$ cat src/rtl/lfsr_pkg.sv
// lfsr_pkg: shared definitions for the LFSR pattern-generator slice.
//   - state_e        : sequencing controller states (HALT is only reachable
//                      when LFSR_SEQ_PERIOD_EN is defined)
//   - LFSR_RESET_VAL : value the shift register holds after reset
//   - LFSR_TAPS      : Fibonacci tap mask; feedback = XOR of (y & LFSR_TAPS)
//   - lfsr_next()    : one shift of the register
//   - lfsr_seed()    : maps a switch seed onto a legal (non-zero) LFSR value
// Optional feature macro used by this slice: LFSR_SEQ_PERIOD_EN.
package lfsr_pkg;

  typedef enum logic [1:0] {
    PAUSE = 2'd0,
    RUN   = 2'd1,
    HALT  = 2'd2
  } state_e;

  localparam logic [7:0] LFSR_RESET_VAL = 8'h01;
  localparam logic [7:0] LFSR_TAPS      = 8'b0001_1101;

  // New bit enters at the top and the register shifts towards bit 0.
  function automatic logic [7:0] lfsr_next(input logic [7:0] cur);
    return {^(cur & LFSR_TAPS), cur[7:1]};
  endfunction

  // All-zero is the lock-up state of an XOR LFSR, so it is replaced.
  function automatic logic [7:0] lfsr_seed(input logic [7:0] sw);
    return (sw == 8'h00) ? LFSR_RESET_VAL : sw;
  endfunction

endpackage

$ cat src/rtl/lfsr_seq_ctrl_lfsr8.sv
// lfsr8: 8-bit Fibonacci shift register with synchronous load.
// Ports:
//   clk  in  system clock
//   rst  in  synchronous active-high reset (register -> LFSR_RESET_VAL)
//   en   in  advance one step this cycle
//   load in  load din this cycle (wins over en)
//   din  in  [7:0] load value (caller guarantees non-zero)
//   q    out [7:0] current register value
// Not affected by LFSR_SEQ_PERIOD_EN.
module lfsr8
  import lfsr_pkg::*;
(
  input  logic       clk,
  input  logic       rst,
  input  logic       en,
  input  logic       load,
  input  logic [7:0] din,
  output logic [7:0] q
);

  logic [7:0] q_q;
  logic [7:0] q_d;

  always_comb begin
    q_d = q_q;
    if (load) begin
      q_d = din;
    end else if (en) begin
      q_d = lfsr_next(q_q);
    end
  end

  always_ff @(posedge clk) begin
    if (rst) begin
      q_q <= LFSR_RESET_VAL;
    end else begin
      q_q <= q_d;
    end
  end

  assign q = q_q;

endmodule

$ cat src/rtl/lfsr_seq_ctrl.sv
// lfsr_seq_ctrl: turns the run/step/load push buttons into an advance/load
// schedule for the 8-bit LFSR that drives the seven-segment display.
// Parameters:
//   TICK_DIV  clk cycles per advance while running (>= 2)
//   DIV_W     prescaler width, must hold TICK_DIV-1
// Ports:
//   clk, rst      clock and synchronous active-high reset
//   btn_run       raw button; rising edge toggles RUN/PAUSE
//   btn_step      raw button; rising edge advances once while paused
//   btn_load      raw button; rising edge loads sw_seed
//   sw_seed [7:0] seed switches
//   y       [7:0] current LFSR value
//   step_cnt[7:0] advances since last load/reset (wraps)
//   running       high while in RUN
//   period_done   sticky full-period flag
// Macro LFSR_SEQ_PERIOD_EN: when defined, the controller remembers the seed
// and stops in HALT once the sequence returns to it; otherwise period_done
// is tied low and the LFSR free-runs.
module lfsr_seq_ctrl
  import lfsr_pkg::*;
#(
  parameter int TICK_DIV = 5_000_000,
  parameter int DIV_W    = 24
) (
  input  logic       clk,
  input  logic       rst,
  input  logic       btn_run,
  input  logic       btn_step,
  input  logic       btn_load,
  input  logic [7:0] sw_seed,
  output logic [7:0] y,
  output logic [7:0] step_cnt,
  output logic       running,
  output logic       period_done
);

  localparam logic [DIV_W-1:0] TICK_LAST = DIV_W'(TICK_DIV - 1);

  // Bit order in the button vectors: [2]=load, [1]=step, [0]=run.
  logic [2:0] sync1_q;
  logic [2:0] sync2_q;
  logic [2:0] prev_q;
  logic [2:0] pulse;
  logic       run_p;
  logic       step_p;
  logic       load_p;

  state_e           state_q;
  state_e           state_d;
  logic [DIV_W-1:0] presc_q;
  logic [DIV_W-1:0] presc_d;
  logic [7:0]       cnt_q;
  logic [7:0]       cnt_d;
  logic             running_q;
  logic             adv;
  logic [7:0]       seed_val;

  // Two-flop synchronizer plus the edge-history flop for all three buttons.
  always_ff @(posedge clk) begin
    if (rst) begin
      sync1_q <= '0;
      sync2_q <= '0;
      prev_q  <= '0;
    end else begin
      sync1_q <= {btn_load, btn_step, btn_run};
      sync2_q <= sync1_q;
      prev_q  <= sync2_q;
    end
  end

  assign pulse    = sync2_q & ~prev_q;
  assign run_p    = pulse[0];
  assign step_p   = pulse[1];
  assign load_p   = pulse[2];
  assign seed_val = lfsr_seed(sw_seed);

`ifdef LFSR_SEQ_PERIOD_EN
  logic [7:0] seed_q;
  logic       done_q;
  logic       done_d;
`endif

  // Next-state logic. A load pre-empts everything else in its cycle, so any
  // coincident step, tick or run toggle is simply dropped.
  always_comb begin
    state_d = state_q;
    presc_d = presc_q;
    cnt_d   = cnt_q;
    adv     = 1'b0;
`ifdef LFSR_SEQ_PERIOD_EN
    done_d  = done_q;
`endif
    if (load_p) begin
      presc_d = '0;
      cnt_d   = 8'd0;
`ifdef LFSR_SEQ_PERIOD_EN
      done_d  = 1'b0;
`endif
    end else begin
      case (state_q)
        PAUSE: begin
          if (run_p) begin
            state_d = RUN;
            presc_d = '0;
          end else if (step_p) begin
            adv = 1'b1;
          end
        end
        RUN: begin
          if (run_p) begin
            state_d = PAUSE;
            presc_d = '0;
          end else if (presc_q == TICK_LAST) begin
            adv     = 1'b1;
            presc_d = '0;
          end else begin
            presc_d = presc_q + DIV_W'(1);
          end
        end
`ifdef LFSR_SEQ_PERIOD_EN
        HALT: begin
          if (run_p) begin
            state_d = RUN;
            presc_d = '0;
            done_d  = 1'b0;
          end
        end
`endif
        default: begin
          state_d = PAUSE;
          presc_d = '0;
        end
      endcase
      if (adv) begin
        cnt_d = cnt_q + 8'd1;
`ifdef LFSR_SEQ_PERIOD_EN
        // Returning to the seed means a full period has been shown; a manual
        // step flags it but stays paused, a free run stops in HALT.
        if (lfsr_next(y) == seed_q) begin
          done_d = 1'b1;
          if (state_q == RUN) begin
            state_d = HALT;
          end
        end
`endif
      end
    end
  end

  always_ff @(posedge clk) begin
    if (rst) begin
      state_q   <= PAUSE;
      presc_q   <= '0;
      cnt_q     <= 8'd0;
      running_q <= 1'b0;
    end else begin
      state_q   <= state_d;
      presc_q   <= presc_d;
      cnt_q     <= cnt_d;
      running_q <= (state_d == RUN);
    end
  end

`ifdef LFSR_SEQ_PERIOD_EN
  // Seed copy and sticky period flag only exist with the period feature.
  always_ff @(posedge clk) begin
    if (rst) begin
      seed_q <= LFSR_RESET_VAL;
      done_q <= 1'b0;
    end else begin
      if (load_p) begin
        seed_q <= seed_val;
      end
      done_q <= done_d;
    end
  end

  assign period_done = done_q;
`else
  assign period_done = 1'b0;
`endif

  lfsr8 u_lfsr (
    .clk  (clk),
    .rst  (rst),
    .en   (adv),
    .load (load_p),
    .din  (seed_val),
    .q    (y)
  );

  assign step_cnt = cnt_q;
  assign running  = running_q;

endmodule

$ cat config.mk
export PLATFORM = sky130hd
export DESIGN_NAME = lfsr_seq_ctrl
export DESIGN_NICKNAME = d
export VERILOG_FILES = /design/src/rtl/lfsr_pkg.sv /design/src/rtl/lfsr_seq_ctrl_lfsr8.sv /design/src/rtl/lfsr_seq_ctrl.sv
export SDC_FILE = /design/constraint.sdc
export NUM_CORES = 1
export LEC_CHECK = 0
export ABC_AREA = 1
export CORE_ASPECT_RATIO = 1.75
export CORE_MARGIN = 2
export CORE_UTILIZATION = 50
export DETAILED_ROUTE_END_ITERATION = 8
export GPL_ROUTABILITY_DRIVEN = 0
export HOLD_SLACK_MARGIN = 0.12
export PLACE_DENSITY = 0.72
export SYNTH_ARGS = -nofsm -noshare
export SYNTH_HDL_FRONTEND = slang
export SYNTH_SLANG_ARGS = --single-unit
$ cat constraint.sdc
create_clock -name clk -period 2.5 [get_ports clk]
set_clock_uncertainty 0.15 [all_clocks]
set_input_delay 0.5 -clock clk [delete_from_list [all_inputs] [get_ports clk]]
set_output_delay 0.5 -clock clk [all_outputs]
set_load 0.05 [all_outputs]
==> results of run 1 <==
## cell type report
type | count | area [µm²]
tap | 55 | 68.8
multi-input combinational | 293 | 1380
sequential | 52 | 1040
clock buffer | 5 | 68.8
inverter | 57 | 214
timing repair buffer | 31 | 305
fill | 518 | 2130
clock inverter | 3 | 42.5
## registers in the layout (all words and copies together) (netlist names)
signal    count
presc_q      24
sync2_q       3
state_q       2
step_cnt      8
prev_q        3
running       1
sync1_q       3
u_lfsr.q      8
## through the flow
step	total power, mW	util [%]	area, µm²	hold WS [ns]
floorplan	1.03	-	2700	0.238
global route	1.72	59.4	3120	0.279
global placement	1.09	57.3	3010	0.240
finish	1.66	59.4	3120	0.261
detailed placement	1.09	57.3	3010	0.248
CTS	1.67	59.4	3120	0.261
## cell usage after synthesis
library cell | number | area share (%)
sky130_fd_sc_hd__nand2_1 | 93 | 13
sky130_fd_sc_hd__nor2_1 | 83 | 12
sky130_fd_sc_hd__inv_1 | 54 | 7.5
sky130_fd_sc_hd__dfxtp_1 | 52 | 39
sky130_fd_sc_hd__nand3_1 | 32 | 5.9
sky130_fd_sc_hd__a21oi_1 | 17 | 3.2
sky130_fd_sc_hd__nor3_1 | 12 | 2.2
sky130_fd_sc_hd__o21ai_0 | 10 | 1.9
sky130_fd_sc_hd__nand4_1 | 9 | 2.1
sky130_fd_sc_hd__xor2_1 | 7 | 2.3
sky130_fd_sc_hd__xnor2_1 | 6 | 1.9
sky130_fd_sc_hd__buf_6 | 3 | 1.3
sky130_fd_sc_hd__inv_2 | 3 | 0.42
sky130_fd_sc_hd__nand2_2 | 3 | 0.70
sky130_fd_sc_hd__nand3_2 | 3 | 1.1
sky130_fd_sc_hd__nand3b_1 | 3 | 0.83
sky130_fd_sc_hd__nor2_2 | 3 | 0.70
sky130_fd_sc_hd__buf_2 | 2 | 0.37
sky130_fd_sc_hd__buf_4 | 2 | 0.56
sky130_fd_sc_hd__ha_1 | 2 | 0.93
sky130_fd_sc_hd__a21oi_2 | 1 | 0.32
sky130_fd_sc_hd__a31o_2 | 1 | 0.32
sky130_fd_sc_hd__a31oi_1 | 1 | 0.23
sky130_fd_sc_hd__clkbuf_1 | 1 | 0.14
sky130_fd_sc_hd__conb_1 | 1 | 0.14
sky130_fd_sc_hd__nand2_4 | 1 | 0.42
sky130_fd_sc_hd__nor2_4 | 1 | 0.42
sky130_fd_sc_hd__nor3_2 | 1 | 0.37
sky130_fd_sc_hd__o21a_1 | 1 | 0.28
sky130_fd_sc_hd__o22ai_1 | 1 | 0.23
sky130_fd_sc_hd__or2_2 | 1 | 0.23
## path summary, 6_finish.rpt
path / cells past startpoint / slack [ns] / start / end
worst max register to register: 10 / 0.53 / presc_q[0] / u_lfsr.q[4]
worst max-delay path: 1 / 0.27 / step_cnt[0] / step_cnt[0]
worst min register to register: 2 / 0.26 / sync1_q[1] / sync2_q[1]
worst min-delay path: 2 / 0.26 / sync1_q[1] / sync2_q[1]
## layout by cell type (no fill, tap or decap), types with 2 or more instances in the layout
cell                              synthesis  layout
sky130_fd_sc_hd__nor2_2                   3       3
sky130_fd_sc_hd__xnor2_1                  6       6
sky130_fd_sc_hd__nand2_1                 93      93
sky130_fd_sc_hd__nand4_1                  9       9
sky130_fd_sc_hd__buf_4                    2       2
sky130_fd_sc_hd__nand3_1                 32      32
sky130_fd_sc_hd__xor2_1                   7       7
sky130_fd_sc_hd__o21ai_0                 10      10
sky130_fd_sc_hd__nor2_1                  83      83
sky130_fd_sc_hd__nor3_1                  12      12
sky130_fd_sc_hd__nand2_2                  3       3
sky130_fd_sc_hd__inv_2                    3       3
sky130_fd_sc_hd__clkbuf_8                 0       5
sky130_fd_sc_hd__dfxtp_1                 52      52
sky130_fd_sc_hd__ha_1                     2       2
sky130_fd_sc_hd__nand3_2                  3       3
sky130_fd_sc_hd__nand3b_1                 3       3
sky130_fd_sc_hd__clkdlybuf4s50_1          0      29
sky130_fd_sc_hd__a21oi_1                 17      17
sky130_fd_sc_hd__inv_1                   54      54
## report_power, final
group	total (mW)	internal (mW)	switching [mW]
Combinational	0.209	0.0748	0.134
Sequential	0.865	0.849	0.0156
Clock	0.583	0.297	0.287
## routing by layer
| metal | global-route usage, % | vias up | share of wire, % |
|---|---|---|---|
| li1 | - | 1333 | - |
| met1 | 21.3 | 1161 | 37 |
| met2 | 42.9 | 66 | 56 |
| met3 | 3.45 | 23 | 2.9 |
| met4 | 10.9 | 0 | 4.1 |
| met5 | 0 | - | 0 |
## kinds of logic (layout without fill, tap and decap cells)
logic type / count (synthesis) / count (layout) / synth area share [%]
other cells: 1 / 1 / 0.139
simple gates: 245 / 245 / 39.5
fa+ha+maj: 2 / 2 / 0.927
buf+inv: 65 / 96 / 10.2
flops: 52 / 52 / 38.6
xor+xnor: 13 / 13 / 4.22
compound gates: 32 / 32 / 6.40
==> impl_metrics.ini, run 1 <==
[min_path]
hold_path_class = flop to flop

[yosys]
synth_warnings = 0
syn_avg_cell_area_um2 = 6.58
synth_nets = 425
ys_ff_latch = 52
synth.distinct_cells = 31
synth_seq_area_share_pct = 38.6
synth_area_um2 = 2700
syn-instance-count = 410

[outcome]
run_status = finished clean

[setup_path]
critical_path.slowest_cell = sky130_fd_sc_hd__clkdlybuf4s50_1
worstPathArrival_ns = 1.58
path_delay_family = buffers and inverters
setup.worst_path.end_class = output port
worst-endpoint-required_ns = 1.85
setup.worst_path.start_class = flop
cp_class = flop to output port
crit_path_cell_trace = clkdlybuf4s50_1
maximum_single_stage_delay_on_the_critical_path_ns = 0.85
critical_path.n_buffers_inverters = 1
critPathMaxFanout = 5

[placed_design]
place.port_buffers = 29
place_ws_ns = 0.420
dp.cells = 488
hpwlAfterDp_um = 4710

[clock_network]
cts_resized = 0
cts-root-buf = sky130_fd_sc_hd__clkbuf_8
ctsHtreeMaxLevel = 2
cts-buffers-inserted = 5
cts_tree = yes
ctsHoldBuffers = 0
tritoncts_num_sinks = 52
clock_latency_ns = 0.31
clkSlewWorstSetupHoldPaths_ns = 0.09
cts_post_setup_buffers_inserted = 0
cts.path.max_buffers = 2

[run]
max_cap_violations = 0

[die]
floorplan.initialDensity_pct = 51.4
dieWidth_um = 59.5
die_h_um = 101
num_io_pins = 31
die_area_um2 = 6020
floorplan.core_area_um2 = 5260
rows = 35

[final_layout]
drive_gt1_share_pct = 6.35
final_cells = 496
nets = 455
area.growth.synth_to_final_pct = 15.7
antenna_cells = 0

[sta]
layout_setup_ws_ns = 0.275
post-route-min-period_ns = 2.23
max_slew_margin_vs_limit_pct = 63.7
slew_at_the_pin_with_the_worst_max_slew_slack_ns = 0.542
unrepaired_setup_endpoints_after_global_routing = false
fin_setup_tns_ns = 0
f_max_mhz = 449
timing_hold_violations_final = 0
finalMaxSlewViolations = 0
setup-violations-final = 0
finalCritPeriodShare_pct = 89.0

[global_routing]
first_global_vias = 2499
wire_length_of_the_first_global_routing_pass_um = 10300
antenna_found_initial = 0
grt_overflow = 0
pin_count_of_the_biggest_net_entering_global_routing = 19
track_usage_pct = 22.1

[detailed_routing]
post_drt_via_cell_ratio = 5.21
detail-route-antenna-nets = 0
route.detailed.drc = 0
detailedRoute.firstIterationViolations = 94
detailroute.via_count = 2583
wl_per_cell_um = 12.3
firstDrtPassIters = 4
drt-total-wl_um = 6110

[power]
powerDensity_nw_per_um2 = 531
power_leakage_nw = 1.21
worst_ir_drop_vdd_mv = 0.531
Power figures use the tool's default switching activity.
==> inputs of run 2 (changes only) <==
--- a/config.mk
+++ b/config.mk
@@ -9,10 +9,11 @@
 export CORE_ASPECT_RATIO = 1.75
 export CORE_MARGIN = 2
 export CORE_UTILIZATION = 50
+export CTS_CLUSTER_SIZE = 24
 export DETAILED_ROUTE_END_ITERATION = 8
-export GPL_ROUTABILITY_DRIVEN = 0
+export GPL_ROUTABILITY_DRIVEN = 1
 export HOLD_SLACK_MARGIN = 0.12
-export PLACE_DENSITY = 0.72
+export PLACE_DENSITY_LB_ADDON = 0.08
 export SYNTH_ARGS = -nofsm -noshare
 export SYNTH_HDL_FRONTEND = slang
 export SYNTH_SLANG_ARGS = --single-unit
==> run 2 against run 1 <==
Clock-buffer cell count did not move. Utilization fell by 0.24 points. First-iteration DRC count rose by 23%. Wire length rose by 0.90%. Largest power group unchanged.
==> impl_metrics.ini, run 2 (same netlist as run 1, synthesis figures left out) <==
[detailed_routing]
drt-total-wl_um = 6170
detailedRoute.firstIterationViolations = 116
post_drt_via_cell_ratio = 5.16
detail-route-antenna-nets = 0
firstDrtPassIters = 4
detailroute.via_count = 2567
wl_per_cell_um = 12.4
route.detailed.drc = 0

[sta]
fin_setup_tns_ns = 0
finalCritPeriodShare_pct = 89.2
f_max_mhz = 449
timing_hold_violations_final = 0
post-route-min-period_ns = 2.23
setup-violations-final = 0
max_slew_margin_vs_limit_pct = 66.2
slew_at_the_pin_with_the_worst_max_slew_slack_ns = 0.506
unrepaired_setup_endpoints_after_global_routing = false
finalMaxSlewViolations = 0

[setup_path]
crit_path_start = step_cnt[2]
maximum_single_stage_delay_on_the_critical_path_ns = 0.84
cp_class = flop to output port
worstPathArrival_ns = 1.58
critical_path.n_buffers_inverters = 1
setup.worst_path.start_class = flop
worst_r2r_path_depth = 7
worst-endpoint-required_ns = 1.85
crit_path_cell_trace = clkdlybuf4s50_1
path_delay_family = buffers and inverters
timing.rr.start = presc_q[0]
critPathMaxFanout = 5
setup.worst_path.end_class = output port
critical_path.slowest_cell = sky130_fd_sc_hd__clkdlybuf4s50_1
path_depth = 1

[power]
power.combinational.fraction_pct = 13.5
total_switching_power_mw = 0.441
cellInternalPower_mw = 1.13
worst_ir_drop_vdd_mv = 0.416
switching_share_of_power_pct = 28.1
post-layout-total-power_mw = 1.57
powerDensity_nw_per_um2 = 504
sequentialPowerShare_pct = 55.1
power_frac_clock_pct = 31.5
power_leakage_nw = 1.21

[outcome]
run_status = finished clean

[final_layout]
nets = 456
post-route-util_pct = 59.2
max_flop_register = presc_q
mostFrequentLayoutCell = sky130_fd_sc_hd__nand2_1
nFillCells = 543
antenna_cells = 0
area.growth.synth_to_final_pct = 15.2
flip_flop_count_of_the_largest_register_after_layout = 24
final_cell_mix = sky130_fd_sc_hd__nand2_1, sky130_fd_sc_hd__nor2_1, sky130_fd_sc_hd__inv_1, sky130_fd_sc_hd__dfxtp_1, sky130_fd_sc_hd__nand3_1
final_cells = 497
drive_gt1_share_pct = 6.56

[die]
floorplan.core_area_um2 = 5260
die_area_um2 = 6020
dieWidth_um = 59.5
floorplan.initialDensity_pct = 51.4
die_h_um = 101
rows = 35
num_io_pins = 31

[placed_design]
dp.cells = 489
place.port_buffers = 29
routabilityCongestion = 0.888
hpwlAfterDp_um = 4840

[global_routing]
track_usage_pct = 22.2
wire_length_of_the_first_global_routing_pass_um = 10400
grt_overflow = 0
pin_count_of_the_biggest_net_entering_global_routing = 19
first_global_vias = 2407
antenna_found_initial = 0

[clock_network]
cts.path.max_buffers = 2
cts_resized = 0
ctsHtreeMaxLevel = 2
cts-buffers-inserted = 5
tritoncts_num_sinks = 52
cts-root-buf = sky130_fd_sc_hd__clkbuf_8
clkSlewWorstSetupHoldPaths_ns = 0.10
clock_latency_ns = 0.30
cts_post_setup_buffers_inserted = 0
ctsHoldBuffers = 0
cts_tree = yes

[min_path]
whs_path_depth = 2
worst_min_path_start = sync1_q[0]
hold_path_class = flop to flop

[run]
max_cap_violations = 0
run 2: area by class of cell:
cell class	instances	area (µm²)	area share, %
Tap cell	55	68.8	2.21
Multi-Input combinational cell	293	1380	44.4
Clock buffer	5	68.8	2.21
Clock inverter	3	22.5	0.724
Timing Repair Buffer	32	313	10.1
Sequential cell	52	1040	33.5
Inverter	57	214	6.88
run 2: metrics by stage:
stage / setup slack, ns / hold WS [ns] / instance area [µm²]
2_1_floorplan: 0.783 / 0.238 / 2700
3_3_place_gp: 0.533 / 0.240 / 3020
3_5_place_dp: 0.474 / 0.249 / 3020
4_1_cts: 0.251 / 0.263 / 3110
5_1_grt: 0.223 / 0.288 / 3110
6_report: 0.271 / 0.261 / 3110
run 2: worst paths after layout:
kind | to | slack (ns)
worst max-delay path | step_cnt[2] | 0.27
worst min-delay path | sync2_q[0] | 0.26
worst min register to register | sync2_q[0] | 0.26
worst max register to register | presc_q[16] | 0.59
run 2: routing by layer:
metal / vias to the layer above / global-route usage, % / wire length (µm)
met4: 0 / 10.4 / 238
met3: 19 / 3.19 / 183
met2: 48 / 42.7 / 3450
met1: 1159 / 22.2 / 2290
met5: - / 0 / 0
li1: 1341 / - / -
run 2: power by group through the flow:
stage / registers [mW] / logic (mW) / clock network (mW)
CTS: 0.864 / 0.213 / 0.509
global route: 0.866 / 0.234 / 0.541
finish: 0.863 / 0.211 / 0.493
detailed placement: 0.882 / 0.213 / 0
global placement: 0.883 / 0.212 / 0
floorplan: 0.923 / 0.109 / 0
==> inputs of run 3 (changes only) <==
--- a/config.mk
+++ b/config.mk
@@ -14,6 +14,7 @@
 export GPL_ROUTABILITY_DRIVEN = 1
 export HOLD_SLACK_MARGIN = 0.12
 export PLACE_DENSITY_LB_ADDON = 0.08
+export REMOVE_ABC_BUFFERS = 1
 export SYNTH_ARGS = -nofsm -noshare
 export SYNTH_HDL_FRONTEND = slang
 export SYNTH_SLANG_ARGS = --single-unit
==> run 3 against run 2 <==
Worst setup slack worse by 0.0085 ns. Utilization is 0.52 points higher. Sequential cell count stayed put. Largest power group unchanged. Fmax is 0.38% lower. Die area stayed put. Via count is 2.8% lower. Non-clock buffer count is 1 lower. Sequential share of layout area is 0.29 points lower. Clock-buffer cell count is 2 higher. Global-route usage is 0.75 points higher. Cell area is 0.89% higher. Cell count is 0.20% lower.
==> impl_metrics.ini, run 3 (same netlist as run 1, synthesis figures left out) <==
[final_layout]
fin_area_um2 = 3140
flip_flop_count_of_the_largest_register_after_layout = 24
area.growth.synth_to_final_pct = 16.2
antenna_cells = 0
max_flop_register = presc_q
final_cells = 496
drive_gt1_share_pct = 6.35
nets = 455
mostFrequentLayoutCell = sky130_fd_sc_hd__nand2_1
final_cell_mix = sky130_fd_sc_hd__nand2_1, sky130_fd_sc_hd__nor2_1, sky130_fd_sc_hd__inv_1, sky130_fd_sc_hd__dfxtp_1, sky130_fd_sc_hd__nand3_1

[setup_path]
critical_path.slowest_cell = sky130_fd_sc_hd__clkdlybuf4s50_1
setup.worst_path.start_class = flop
critical_path.n_buffers_inverters = 1
worst-endpoint-required_ns = 1.85
critPathMaxFanout = 5
timing.rr.start = presc_q[0]
worst_r2r_path_depth = 10
cp_class = flop to output port
maximum_single_stage_delay_on_the_critical_path_ns = 0.85
setup.worst_path.end_class = output port
regToRegEndpoint = u_lfsr.q[6]
crit_path_cell_trace = clkdlybuf4s50_1
setup.reg_to_reg.worst_slack_ns = 0.53
worstPathArrival_ns = 1.59
path_delay_family = buffers and inverters

[detailed_routing]
detailroute.via_count = 2496
drt-total-wl_um = 6190
firstDrtPassIters = 4
detailedRoute.firstIterationViolations = 98
post_drt_via_cell_ratio = 5.03
wl_per_cell_um = 12.5
detail-route-antenna-nets = 0
route.detailed.drc = 0

[clock_network]
cts_resized = 0
cts-buffers-inserted = 5
clkSlewWorstSetupHoldPaths_ns = 0.10
ctsHtreeMaxLevel = 2
cts.path.max_buffers = 2
ctsHoldBuffers = 0
tritoncts_num_sinks = 52
cts_post_setup_buffers_inserted = 0
cts_tree = yes
cts-root-buf = sky130_fd_sc_hd__clkbuf_8
clock_latency_ns = 0.31

[die]
floorplan.initialDensity_pct = 51.4
floorplan.core_area_um2 = 5260
dieWidth_um = 59.5
die_area_um2 = 6020
rows = 35
die_h_um = 101
num_io_pins = 31

[min_path]
whs_path_depth = 2
worst_min_path_start = sync1_q[2]
hold_end = sync2_q[2]
hold_path_class = flop to flop

[placed_design]
hpwlAfterDp_um = 4780
routabilityCongestion = 0.922
placedInstanceArea_um2 = 3010
dp.cells = 488
place.port_buffers = 29

[sta]
timing.hold.ws_ns = 0.257
finalCritPeriodShare_pct = 89.5
timing_hold_violations_final = 0
max_slew_margin_vs_limit_pct = 65.7
finalMaxSlewViolations = 0
fin_setup_tns_ns = 0
post-route-min-period_ns = 2.24
setup-violations-final = 0
slew_at_the_pin_with_the_worst_max_slew_slack_ns = 0.512
f_max_mhz = 447
unrepaired_setup_endpoints_after_global_routing = false

[global_routing]
antenna_found_initial = 0
wire_length_of_the_first_global_routing_pass_um = 10600
first_global_vias = 2432
track_usage_pct = 22.9
grt_overflow = 0
pin_count_of_the_biggest_net_entering_global_routing = 19

[run]
max_cap_violations = 0

[power]
worst_ir_drop_vdd_mv = 0.287
post-layout-total-power_mw = 1.71
power_leakage_nw = 1.22
powerDensity_nw_per_um2 = 546

[outcome]
run_status = finished clean
==> run 3: cell types whose count changed in the layout (fill, tap and decap cells not counted), sizes merged <==
cell,previous run,this run
inv,58,57
clkbuf,5,7
clkinv,2,0
bufinv,0,1
buf,3,2
==> run 3: stage by stage <==
| stage | util [%] | worst slack [ns] |
|---|---|---|
| 6_report | 59.7 | 0.262 |
| 5_1_grt | 59.7 | 0.207 |
| 4_1_cts | 59.7 | 0.257 |
| 3_5_place_dp | 57.3 | 0.412 |
| 3_3_place_gp | 57.3 | 0.463 |
| 2_1_floorplan | - | 0.782 |
==> run 3: worst max path at each step <==
stage                      startpoint          end  slack (ns)  cells past startpoint
after floorplan           step_cnt[0]  step_cnt[6]        0.78                      6
after global placement            rst  presc_q[21]        0.46                      6
after detailed placement          rst  presc_q[18]        0.41                      6
after CTS                 step_cnt[0]  step_cnt[0]        0.26                      1
after global routing      step_cnt[0]  step_cnt[0]        0.21                      1
final                     step_cnt[0]  step_cnt[0]        0.26                      1
==> run 3: final cells by class <==
type | instances | area, µm²
Fill cell | 522 | 2120
Clock inverter | 1 | 30.0
Timing Repair Buffer | 31 | 305
Sequential cell | 52 | 1040
Clock buffer | 7 | 96.3
Multi-Input combinational cell | 293 | 1380
Inverter | 57 | 214
Tap cell | 55 | 68.8
==> run 3: routing by layer <==
metal,vias to the layer above,routed length (µm),global-route usage (%)
met4,0,269,12.5
met1,1087,2390,23.1
met2,55,3320,42.6
li1,1334,-,-
met5,-,0,0
met3,20,211,4.09
==> run 3: tightest hold or removal path, stage by stage (launching register included) <==
cell	delay, ns
sky130_fd_sc_hd__dfxtp_1	0.31
sky130_fd_sc_hd__inv_1	0.04
sky130_fd_sc_hd__nor2_1	0.03
==> run 3: power by group <==
part           switching (mW)  total (mW)  internal, mW
Clock                   0.284       0.638         0.354
Combinational           0.136       0.212        0.0757
Sequential             0.0152       0.864         0.849
Total                   0.436        1.71          1.28
==> edit: new RTL, config.mk and constraints of run 1 <==
Register the output `step_cnt` once more, without a reset; this adds one clock of latency there. The other outputs are not delayed to match.
--- a/src/rtl/lfsr_seq_ctrl.sv
+++ b/src/rtl/lfsr_seq_ctrl.sv
@@ -190,5 +190,7 @@
   );
 
-  assign step_cnt = cnt_q;
+  always_ff @(posedge clk) begin
+    step_cnt <= cnt_q;
+  end
   assign running  = running_q;
 
Function: changed (a bounded check fails within 4 cycles, from zero or initial values and one cycle with rst high).
==> edit against run 1 <==
Via count is 2.6% higher. Synthesized area is 5.8% higher. Non-clock buffer count is 1 higher. Maximum frequency is 0.16% higher. Worst setup slack better by 0.0037 ns. Die area is 5.5% higher. Hold slack worse by 0.027 ns. Critical path type unchanged. Sequential cell count is 8 higher. Wire length is 3.9% higher. Total power is 32% higher. Register-to-register slack better by 0.05 ns. Design area is 10% higher.
==> edit: results (changes against run 1) <==
qor: synth.netlist_instances 409 [was 410]
qor: routing.m1WireLength 2460 um [was 2280 um]
qor: placement.post-place-cells 509 [was 488]
qor: routing.met2RoutedLength 3480 um [was 3400 um]
qor: clock_network.clock_latency 0.34 ns [was 0.31 ns]
qor: synth.syn-num-nets 424 [was 425]
qor: synth.compound_gate_portion_of_the_synthesized_area 0.0512 [was 0.0640]
qor: routing.met3_wirelength 204 um [was 180 um]
qor: routing.wirelength 6350 um [was 6110 um]
qor: sta.finalCriticalPeriod 2.22 ns [was 2.23 ns]
qor: synth.synth.lib_cells_used.distinct 33 [was 31]
qor: grt.grt.total_usage 0.223 [was 0.221]
qor: routing.first_iter_violations 115 [was 94]
qor: placement.post-place-ws 0.563 ns [was 0.420 ns]
qor: power.irDropWorstVdd 442 uV [was 531 uV]
qor: sta.tightest_slew 0.517 ns [was 0.542 ns]
qor: worst_setup_path.slowest_delay 0.83 ns [was 0.85 ns]
qor: synth.post_synth_most_frequent_cells 87 x nand2_1, 84 x nor2_1, 60 x dfxtp_1 [was 93 x nand2_1, 83 x nor2_1, 54 x inv_1]
qor: synth.synth-seq-area-share 0.420 [was 0.386]
qor: synth.post_synth_fa_ha_maj_area_fraction 0.00876 [was 0.00927]
qor: worst_setup_path.cp_max_fo 3 [was 5]
qor: finish.share_of_cells_above_drive_strength_1 0.0891 [was 0.0635]
qor: grt.grt_pass1_wl 10800 um [was 10300 um]
qor: outcome.outcome completed [unchanged]
qor: synth.synth.top_cells.by_area dfxtp_1 42%, nand2_1 11%, nor2_1 11% [was dfxtp_1 39%, nand2_1 13%, nor2_1 12%]
qor: clock_network.cts-htree-levels 3 [was 2]
qor: placement.placed_area 3210 sq um [was 3010 sq um]
qor: routing.num_vias 2651 [was 2583]
qor: clock_network.numCtsBuffers 9 [was 5]
qor: power.sw_frac_of_total 0.250 [was 0.263]
qor: synth.post_synth_xor_area_fraction 0.0491 [was 0.0422]
qor: routing.via_per_inst 5.05 [was 5.21]
## edit: metal layers
| metal | vias to the layer above | GRT usage |
|---|---|---|
| met5 | - | 0 |
| met2 | 53 | 0.380 |
| li1 | 1358 | - |
| met3 | 17 | 0.0535 |
| met4 | 0 | 0.124 |
| met1 | 1223 | 0.238 |
## edit: logic make-up after synthesis
logic type / after synthesis
AO/OA/AOI/OAI: 28
adder cells (fa/ha/maj): 2
flip-flops: 60
other: 1
buffers and inverters: 56
AND/OR/NAND/NOR: 246
XOR/XNOR: 16
## edit: cell type report
type                    count  area [sq um]
clock buffers              10           138
clock inverters             6          87.6
fillers                   558          2100
inverters                  48           180
multi-input cells         293          1420
flip-flops and latches     60          1200
well taps                  76          95.1
repair buffers             32           313
## edit: path summary, 6_finish.rpt
| check | from | depth (start not counted) | slack, ns | to |
|---|---|---|---|---|
| max | u_lfsr.q[4]$_SDFFE_PP0P_ | 1 | 0.28 | y[4] |
| min | cnt_q[7]$_SDFFE_PP0P_ | 0 | 0.23 | step_cnt[7]$_DFF_P_ |
| max reg2reg | presc_q[0]$_SDFFE_PP0P_ | 10 | 0.58 | u_lfsr.q[2]$_SDFFE_PP0P_ |
| min reg2reg | cnt_q[7]$_SDFFE_PP0P_ | 0 | 0.23 | step_cnt[7]$_DFF_P_ |
## edit: power by group through the flow
| stage | clock network (W) | logic (W) | registers, W |
|---|---|---|---|
| 3_3_place_gp | 0 | 0.000214 | 0.00101 |
| 3_5_place_dp | 0 | 0.000216 | 0.00101 |
| 6_report | 0.000979 | 0.000216 | 0.000993 |
| 4_1_cts | 0.000996 | 0.000217 | 0.000993 |
| 2_1_floorplan | 0 | 0.000107 | 0.00105 |
| 5_1_grt | 0.00104 | 0.000238 | 0.000994 |
